`src/rtl/dff_share_arbiter.sv`:
```
// ---------------------------------------------------------------------------
// dff_share_arbiter
//
// Round-robin arbiter and write sequencer that owns one shared WIDTH-bit
// register with true (q) and complement (qb) outputs.  NREQ requesters
// compete to load it; exactly one winner per arbitration cycle receives a
// registered, one-hot, one-cycle gnt pulse.  The winner's data is captured
// on the same edge that gnt rises.
//
// Optional build macro: DFF_SHARE_LOCK_EN
//   When defined, a lock input is added.  A granted owner that keeps both
//   req and lock high stays in GRANT and writes every cycle (burst mode).
//   When undefined, GRANT always lasts exactly one cycle.
//
// Ports
//   clk       in   rising-edge clock
//   rst       in   asynchronous active-low reset
//   req       in   [NREQ]        level requests, held until granted
//   d         in   [NREQ*WIDTH]  requester data, slice i = d[i*WIDTH +: WIDTH]
//   lock      in   [NREQ]        burst lock (DFF_SHARE_LOCK_EN only)
//   gnt       out  [NREQ]        registered one-hot grant
//   q         out  [WIDTH]       shared register
//   qb        out  [WIDTH]       always ~q
//   owner     out  [log2 NREQ]   index of last granted requester
//   valid     out  1             a write has occurred since reset
//   busy      out  1             FSM is in GRANT
//   wr_count  out  [CNT_W]       completed writes, wraps
//
// State  | meaning
// -------+-------------------------------------------------------------
// IDLE   | waiting; arbitrates among req from rr_ptr upward each cycle
// GRANT  | gnt asserted for the winner; no arbitration (burst hold if locked)
// ---------------------------------------------------------------------------
module dff_share_arbiter #(
    parameter int NREQ  = 4,
    parameter int WIDTH = 8,
    parameter int CNT_W = 16,
    localparam int OW   = $clog2(NREQ)
) (
    input  logic                  clk,
    input  logic                  rst,
    input  logic [NREQ-1:0]       req,
    input  logic [NREQ*WIDTH-1:0] d,
`ifdef DFF_SHARE_LOCK_EN
    input  logic [NREQ-1:0]       lock,
`endif
    output logic [NREQ-1:0]       gnt,
    output logic [WIDTH-1:0]      q,
    output logic [WIDTH-1:0]      qb,
    output logic [OW-1:0]         owner,
    output logic                  valid,
    output logic                  busy,
    output logic [CNT_W-1:0]      wr_count
);

    typedef enum logic {
        S_IDLE  = 1'b0,
        S_GRANT = 1'b1
    } state_t;

    state_t state_q, state_d;

    logic [OW-1:0]    rr_ptr;
    logic [OW-1:0]    ptr_d;
    logic [NREQ-1:0]  gnt_d;
    logic [WIDTH-1:0] q_d;
    logic [OW-1:0]    owner_d;
    logic             valid_d;
    logic [CNT_W-1:0] cnt_d;

    logic [OW-1:0]    win;
    logic             win_found;
    logic [OW-1:0]    ptr_next;
    logic [WIDTH-1:0] win_data;
    logic [OW:0]      scan_sum;
    logic [OW-1:0]    scan_idx;

    // Search upward from rr_ptr with wrap.  The sum is one bit wider than the
    // pointer and reduced by NREQ explicitly so non-power-of-two NREQ never
    // produces an index past NREQ-1.
    always_comb begin
        win       = '0;
        win_found = 1'b0;
        scan_sum  = '0;
        scan_idx  = '0;
        for (int k = 0; k < NREQ; k++) begin
            scan_sum = {1'b0, rr_ptr} + (OW+1)'(k);
            if (scan_sum >= (OW+1)'(NREQ)) begin
                scan_sum = scan_sum - (OW+1)'(NREQ);
            end
            scan_idx = scan_sum[OW-1:0];
            if (!win_found && req[scan_idx]) begin
                win_found = 1'b1;
                win       = scan_idx;
            end
        end
    end

    assign ptr_next = (win == OW'(NREQ - 1)) ? '0 : win + 1'b1;
    assign win_data = d[win*WIDTH +: WIDTH];

`ifdef DFF_SHARE_LOCK_EN
    logic [WIDTH-1:0] own_data;
    logic             burst_hold;

    assign own_data   = d[owner*WIDTH +: WIDTH];
    assign burst_hold = req[owner] && lock[owner];
`endif

    always_comb begin
        state_d = state_q;
        gnt_d   = gnt;
        q_d     = q;
        owner_d = owner;
        valid_d = valid;
        cnt_d   = wr_count;
        ptr_d   = rr_ptr;
        case (state_q)
            S_IDLE: begin
                gnt_d = '0;
                if (win_found) begin
                    state_d    = S_GRANT;
                    gnt_d[win] = 1'b1;
                    q_d        = win_data;
                    owner_d    = win;
                    valid_d    = 1'b1;
                    cnt_d      = wr_count + 1'b1;
                    ptr_d      = ptr_next;
                end
            end
            S_GRANT: begin
`ifdef DFF_SHARE_LOCK_EN
                // Burst: gnt stays as registered, pointer is left alone so the
                // rotation resumes after the locked owner once it lets go.
                if (burst_hold) begin
                    q_d   = own_data;
                    cnt_d = wr_count + 1'b1;
                end else begin
                    gnt_d   = '0;
                    state_d = S_IDLE;
                end
`else
                gnt_d   = '0;
                state_d = S_IDLE;
`endif
            end
            default: begin
                gnt_d   = '0;
                state_d = S_IDLE;
            end
        endcase
    end

    always_ff @(posedge clk or negedge rst) begin
        if (!rst) begin
            state_q  <= S_IDLE;
            gnt      <= '0;
            q        <= '0;
            owner    <= '0;
            valid    <= 1'b0;
            wr_count <= '0;
            rr_ptr   <= '0;
        end else begin
            state_q  <= state_d;
            gnt      <= gnt_d;
            q        <= q_d;
            owner    <= owner_d;
            valid    <= valid_d;
            wr_count <= cnt_d;
            rr_ptr   <= ptr_d;
        end
    end

    assign qb   = ~q;
    assign busy = (state_q == S_GRANT);

endmodule

```
`config.mk`:
```
export PLATFORM = sky130hd
export DESIGN_NAME = dff_share_arbiter
export DESIGN_NICKNAME = d
export VERILOG_FILES = /design/src/rtl/dff_share_arbiter.sv
export SDC_FILE = /design/constraint.sdc
export NUM_CORES = 1
export LEC_CHECK = 0
export BUFFER_PORTS_ARGS = -buffer_cell sky130_fd_sc_hd__buf_2
export CAP_MARGIN = 5
export CORE_ASPECT_RATIO = 0.6
export CORE_MARGIN = 2
export CORE_UTILIZATION = 40
export DETAILED_ROUTE_END_ITERATION = 7
export GPL_TIMING_DRIVEN = 0
export PLACE_DENSITY = 0.7
export SKIP_LAST_GASP = 1
export SLEW_MARGIN = 20
export SYNTH_ARGS = -nofsm -noshare
export SYNTH_HDL_FRONTEND = slang
export SYNTH_SLANG_ARGS = --single-unit
```
`constraint.sdc`:
```
create_clock -name clk -period 4.72 [get_ports clk]
set_clock_uncertainty 0.1 [all_clocks]
set_input_delay 0.236 -clock clk [delete_from_list [all_inputs] [get_ports clk]]
set_output_delay 0.236 -clock clk [all_outputs]
set_load 0.1 [all_outputs]
```
After elaboration in Yosys (flattened, before gate mapping)
Cells that the tools add are included.

Register bits after elaboration: 34. Bits in latches: 0. Bits in writable memories: 0. ROM bits: 0. Bits of input ports: 38. Output and inout bits: 40. Word-level logic and storage cells: 65. Memories: 0.

Add/sub/neg operators: 9. $mul: 0. Divide/modulo/power cells: 0. $lt $le $gt $ge: 10. Equality and inequality tests: 1. Shifts and indexed selects: 1. Multiplexer cells: 27. Bitwise gates (word level): 2. Reduce and logical (&&, ||, !) cells: 8.

Operator list (number): indexed part select 32 x 6 -> 8 bit (1); two-way mux 2 bit (9); adder 16 x 1 -> 16 bit (second input constant) (1); less-than comparator 2 x 3 -> 1 bit (second input constant) (5); two-way mux 1 bit (10); >= comparator 3 bit (second input constant) (3); binary-select mux 1 bit (select 2 bit) (4); NOT 8 bit (1); case mux 4 bit (2 select lines) (1); subtractor 2 x 1 -> 2 bit (second input constant) (4); adder 2 x 2 -> 3 bit (second input constant) (2); logical AND 1 bit (4); two-way mux 4 bit (1); adder 2 x 1 -> 3 bit (second input constant) (1); >= comparator 2 x 3 -> 1 bit (second input constant) (1); zero test 1 bit (3); adder 2 x 1 -> 2 bit (second input constant) (1); demux 1 bit (select 2 bit) (1); equality test 2 bit (second input constant) (1); >= comparator 2 x 1 -> 1 bit (second input constant) (1); case mux 1 bit (2 select lines) (1); AND reduction 2 bit (1); NOT 1 bit (1).

Longest topological paths before layout
Gate-level depths: netlist of the first run.

Depth after elaboration: 20. Depth in mapped cells: 9. Depth with buffers taken out: 7.

Worst setup path before layout of the first run
OpenSTA, ideal clock, no wires.

Path kind: register -> register. Start point: register wr_count[5]. End point: register wr_count[15]. Library setup time: 158 ps. Arrival: 1909 ps. Required time: 4462 ps. Path slack: 2553 ps. Stages on the path, launching flop included: 6. Path buffers: 0. Period minus slack after synthesis: 2167 ps. Cell sequence: dfrtp_1 -> and4_1 -> nand3_1 -> nor2_1 -> nand4_1 -> xnor2_1.

Longest elaborated chain between the ends: 1.

Ends and longest elaborated chain: from (decl) (line 53) `output logic [CNT_W-1:0] wr_count`; from (signal assigned) (line 169) `wr_count <= cnt_d;`; adder 16 x 1 -> 16 bit (line 127) `cnt_d = wr_count + 1'b1;`.

Every way passes these cells. A chain may end at the register's enable or synchronous reset.

Final worst setup path of the first run
Start point: register rr_ptr[0]. End point: register rr_ptr[0].

Longest elaborated chain between the ends: 16. Elaborated cells between the ends (all ways): 41. Classes of those cells: add/sub (8); order compare (4); eq/ne (1); mux (21); reduce/logical (7).

Ends and longest elaborated chain: from (decl) (line 63) `logic [OW-1:0] rr_ptr;`; from (signal assigned) (line 170) `rr_ptr <= ptr_d;`; branches (longest 16 deep; another with adder 2 x 1 -> 3 bit).

Several ways; the timed one is not identified. The select of a mux whose other input is x is not followed.

==> results_dict.tcl, run 1 <==
set metrics [dict create \
    die_w_um 88.58 \
    layout_commonest_cell "buf_2" \
    start_util_pct 41.65 \
    slowest_delay_ps 400 \
    crit_family "compound AO/OA/AOI/OAI gates" \
    cts.clk_slew.worst_paths_ps 70 \
    synthToLayoutAreaGrowth_pct 32.94 \
    grt_max_degree 35 \
    top_usage_layer "met1" \
    numClockSinks 34 \
    drc_errors 0 \
    die_h_um 54.75 \
    viasPerCell 4.710 \
    hpwlAfterDp_um 2975 \
    multiInputGateArea_um2 760.7 \
    nets 282 \
    instances_no_fill 303 \
    path_class "flop to flop" \
    antenna_found_initial 0 \
    grt.overflow.total 0 \
    ys_ff_latch 34 \
    fin_crit_ps 1889 \
    ys.flop_type "dfrtp_1" \
    grt.total_usage_pct 16.20 \
    cts_root_buf "clkbuf_8" \
    core_area_um2 4121 \
    fillCellCount 384 \
    grt_pass1_vias 1189 \
    hold_viol_final 0 \
    synth_enable_flop_cells 0 \
    synthDistinctLibCells 36 \
    regArea_um2 850.8 \
    syn_inst 157 \
    cts_buffers 5 \
    synth_warnings 0 \
    cp-start-kind "flop" \
    rows 18 \
    grt_pass1_wl_um 5754 \
    vias 1427 \
    met1_usage_pct 24.53 \
    critPathRequiredTime_ps 4810 \
    async_flop_share_pct 100.0 \
    arrival_ps 1980 \
    clk_latency_ps 280 \
    io_buffers 77 \
    clk_path_buf_depth 2 \
    maxCapViolations 0 \
    hold_path.class "input port to flop" \
    seq_area_frac_synth_pct 49.56 \
    tightestPinTransition_ps 739.0 \
    rsz0062_at_grt "false" \
    wirelength_um 3871 \
    htree_levels 2 \
    cts_tree "yes" \
    met2_usage_pct 22.43 \
    syn-num-nets 197 \
    placed_cells 294 \
    endpoint_kind "flop" \
    synthesis.area_um2 1717 \
    layout-drive-gt1-share_pct 41.56 \
    relSlewSlack_pct 50.73 \
    crit_buf_inv 3 \
    final_cell_mix "buf_2 (77), dfrtp_1 (34), nand2_1 (24)" \
    avgSynthCellArea_um2 10.93 \
    drt_iter0_markers 45 \
    ant_nets 0 \
    status "completed" \
    drv_slew 0 \
    fin_setup_tns_ps 0 \
    cpMaxStageDelayCell "dfrtp_1" \
    diodes 0 \
    die_area_um2 4849 \
    cts_resized 0 \
    postCtsSetupBuffers 0 \
    crit_chain "and2b_2 > nor2_1 > o221ai_2 > buf_6 > buf_12 > inv_1 > ha_1 > o31ai_1" \
    period_share_pct 40.01 \
    pin_count 78 \
    setup_violations 0 \
    place_congestion 0.7228 \
    crit_fanout 10 \
    use_met3_pct 4.374 \
    wl_per_cell_um 12.78 \
    first_pass_iters 4 \
    max_freq_mhz 529.5 \
]
-- worst register-to-register path: cells and delay by family (launching register included) --
kind | cells | cell delay, ps
DFF | 1 | 400
adders and majority gates | 1 | 180
buffers and inverters | 3 | 410
AOI/OAI and AO/OA | 2 | 420
and+or+nand+nor | 2 | 290
-- sequential cells by signal, indices dropped and copies added, names as in the netlist --
| register | flops |
|---|---|
| busy | 1 |
| wr_count | 16 |
| owner | 2 |
| valid | 1 |
| q | 8 |
| rr_ptr | 2 |
| gnt | 4 |
-- Yosys cell counts, types with 2 or more instances --
cell type | count | share of area, %
nand4_1 | 2 | 0.73
nand2_1 | 24 | 5.2
xnor2_1 | 9 | 4.6
nor2b_1 | 2 | 0.73
xor2_1 | 6 | 3.1
buf_6 | 3 | 2.0
o221ai_1 | 8 | 4.1
ha_1 | 2 | 1.5
inv_1 | 10 | 2.2
dfrtp_1 | 34 | 50
nand3_1 | 4 | 1.2
and2b_2 | 2 | 1.0
nor2_1 | 12 | 2.6
mux2i_1 | 16 | 9.3
and3_1 | 2 | 0.73
-- per-stage QoR --
| stage | hold WS, ps | utilization [%] | setup WS, ps | cell area, um^2 |
|---|---|---|---|---|
| finish | 173.0 | 55.37 | 2831 | 2282 |
| global route | 176.0 | 55.37 | 2689 | 2282 |
| CTS | 168.8 | 55.37 | 2810 | 2282 |
| detailed placement | 252.4 | 52.82 | 2823 | 2177 |
| global placement | 256.4 | 52.82 | 2884 | 2177 |
| floorplan | -159.6 | - | 2553 | 1717 |
-- repair_timing --
item / 4_1_cts / 5_1_grt
hold buffers: 1 / 0
setup endpoints to repair: 0 / 0
hold endpoints to repair: 34 / 0
-- area by class of cell --
class | instances | share of cell area [%]
clock buffer | 6 | 3.618
buffer | 5 | 2.686
inverter | 11 | 1.919
clock inverter | 2 | 0.5482
multi-input combinational | 107 | 33.33
timing repair buffer | 78 | 17.32
tap | 60 | 3.289
sequential | 34 | 37.28
-- per-layer routing --
layer	wire (um)	part of all wire, %
met2	1693	44
met4	0	0
met5	0	0
met3	129	3.3
met1	2047	53
-- worst paths after layout --
path                                          start                        to  slack [ps]  cells past startpoint
setup / recovery              rr_ptr[0]$_DFFE_PN0P_     rr_ptr[0]$_DFFE_PN0P_        2830                      8
hold / removal                                d[10]          q[2]$_DFFE_PN0P_         170                      3
setup reg to reg              rr_ptr[0]$_DFFE_PN0P_     rr_ptr[0]$_DFFE_PN0P_        2830                      8
hold reg to reg            wr_count[15]$_DFFE_PN0P_  wr_count[15]$_DFFE_PN0P_         370                      1
max in group asynchronous                       rst   wr_count[8]$_DFFE_PN0P_        3590                      2
min in group asynchronous                       rst   wr_count[6]$_DFFE_PN0P_         450                      2
-- cells by family (layout without fill, tap and decap cells) --
group | Yosys count | count (layout) | share of synthesized area [%]
and+or+nand+nor | 58 | 58 | 17.49
DFF | 34 | 34 | 49.56
muxes | 17 | 17 | 10.20
buffers and inverters | 16 | 102 | 6.123
AOI/OAI and AO/OA | 15 | 15 | 7.507
xor gates and xnor gates | 15 | 15 | 7.653
adders and majority gates | 2 | 2 | 1.457
Power of run 1 is left out: the tool's default activity adds up to more than one toggle a clock period on the data nets, which glitch-free logic cannot reach.
==> run 2, diff against run 1 <==
==> constraint.sdc (replaced) <==
create_clock -name clk -period 1.8 [get_ports clk]
set_clock_uncertainty 0.1 [all_clocks]
set_input_delay 0.09 -clock clk [delete_from_list [all_inputs] [get_ports clk]]
set_output_delay 0.09 -clock clk [all_outputs]
set_load 0.1 [all_outputs]
==> run 2 against run 1 <==
Compared with the run above:
- the run now ends with setup timing left
- setup slack worse by 2900 ps
- first-iteration DRC count up 27%
- final area grew 3.0%
- die area unchanged
- via count grew 1.1%
- maximum frequency increased by 2.7%
- final cell count increased by 1.3%
- wire length is 8.8% higher
- utilization is 1.6 points higher
- clock-buffer cell count increased by 2
- critical path type unchanged
==> results_dict.tcl, run 2 (synthesis results as in run 1) <==
set metrics [dict create \
    reg2reg_to "q[4]$_DFFE_PN0P_" \
    grt.total_usage_pct 17.33 \
    place_congestion 0.7594 \
    ant_nets 0 \
    cp-start-kind "flop" \
    finalWorstSetupSlack_ps -39.85 \
    violations "setup timing" \
    grt.overflow.total 0 \
    hold_path.class "input port to flop" \
    pin_count 78 \
    largest_reg_flops 16 \
    dr_wl_met3_um 177 \
    hp-start "d[8]" \
    diodes 0 \
    cts_root_buf "clkbuf_8" \
    viasPerCell 4.700 \
    layout_commonest_cell "buf_2" \
    grt_pass1_wl_um 6092 \
    wl_met1_um 2102 \
    wirelength_um 4211 \
    cts_buffers 5 \
    largestRegisters "wr_count: 16 flops, q: 8 flops, gnt: 4 flops" \
    cts.clk_slew.worst_paths_ps 70 \
    clk_path_buf_depth 2 \
    start_util_pct 41.65 \
    grt_max_degree 35 \
    synthToLayoutAreaGrowth_pct 36.88 \
    drv_slew 0 \
    path_class "flop to flop" \
    relSlewSlack_pct 49.78 \
    nets 286 \
    critPathRequiredTime_ps 1840 \
    die_area_um2 4849 \
    crit_fanout 5 \
    die_h_um 54.75 \
    maxCapViolations 0 \
    die_w_um 88.58 \
    rsz0062_at_grt "true" \
    r2r-start "rr_ptr[0]$_DFFE_PN0P_" \
    core_area_um2 4121 \
    grt_pass1_vias 1227 \
    drt_iter0_markers 57 \
    fin_crit_ps 1840 \
    first_pass_iters 4 \
    clk_latency_ps 280 \
    routed-wl-met2_um 1907 \
    regMostFlops "wr_count" \
    arrival_ps 1870 \
    postPlaceCellArea_um2 2206 \
    numClockSinks 34 \
    period_share_pct 102.2 \
    htree_levels 2 \
    layout-drive-gt1-share_pct 46.56 \
    rr_worst_depth 7 \
    drc_errors 0 \
    fillCellCount 364 \
    post-route-util_pct 57.01 \
    hpwlAfterDp_um 2948 \
    hold_viol_final 0 \
    endpoint_kind "flop" \
    status "finished, violations left" \
    min_path_cells 3 \
    antenna_found_initial 0 \
    final_cell_mix "buf_2 (77), nand2_1 (24), dfrtp_1 (23)" \
    vias 1443 \
    io_buffers 77 \
    ff2ff_setup_slack_ps -40 \
    setup_violations 1 \
    tightestPinTransition_ps 753.3 \
    final_area_um2 2350 \
    cts_tree "yes" \
    max_freq_mhz 543.5 \
    wl_per_cell_um 13.72 \
    top_layer "met4" \
    fin_setup_tns_ps -39.85 \
    holdPathEnd "q[0]$_DFFE_PN0P_" \
    rows 18 \
]
[run 2: critical path: stages, from the launching register on]
cell	delay, ps
dfrtp_1	380
and2b_2	240
o21ai_2	160
o221ai_2	120
buf_6	150
clkbuf_16	160
mux2i_1	210
o221ai_1	180
[run 2: per-layer routing]
layer | track usage [%] | vias to the layer above
met4 | 5.303 | 0
met3 | 4.676 | 4
met5 | 0 | -
met1 | 25.87 | 693
li1 | - | 712
met2 | 24.31 | 34
[run 2: worst max-delay path by stage]
stage,start,end,slack (ps),cells past startpoint
global placement,rr_ptr[0]$_DFFE_PN0P_,rr_ptr[0]$_DFFE_PN0P_,-20,8
finish,rr_ptr[0]$_DFFE_PN0P_,q[4]$_DFFE_PN0P_,-40,7
floorplan,wr_count[11]$_DFFE_PN0P_,wr_count[15]$_DFFE_PN0P_,2,3
detailed placement,rr_ptr[0]$_DFFE_PN0P_,rr_ptr[0]$_DFFE_PN0P_,-40,8
global route,rr_ptr[0]$_DFFE_PN0P_,q[4]$_DFFE_PN0P_,-130,7
CTS,rr_ptr[0]$_DFFE_PN0P_,rr_ptr[0]$_DFFE_PN0P_,-8,8
[run 2: cell type report]
| cell class | count | area, um^2 | share of cell area, % |
|---|---|---|---|
| sequential | 34 | 879.6 | 37.43 |
| tap | 60 | 75.07 | 3.195 |
| clock buffer | 8 | 80.08 | 3.408 |
| multi-input combinational | 107 | 763.2 | 32.48 |
| timing repair buffer | 82 | 446.7 | 19.01 |
| buffer | 5 | 61.31 | 2.609 |
| inverter | 11 | 43.79 | 1.864 |
[run 2: stage by stage]
stage	std cells	hold WS, ps	worst slack (ps)
2_1_floorplan	157	-305.6	2.092
3_3_place_gp	294	99.88	-24.45
3_5_place_dp	294	105.1	-44.33
4_1_cts	304	28.71	-8.374
5_1_grt	307	34.46	-130.1
6_report	307	14.78	-39.85
[run 2: timing repair]
action                     4_1_cts  5_1_grt
setup endpoints to repair        6       11
gates cloned                     0        1
setup buffers                    1        2
resized for setup                1        2
pin swaps                        0        3
hold buffers                     1        0
hold endpoints to repair        34        0
Power of run 2 is left out for the same reason.
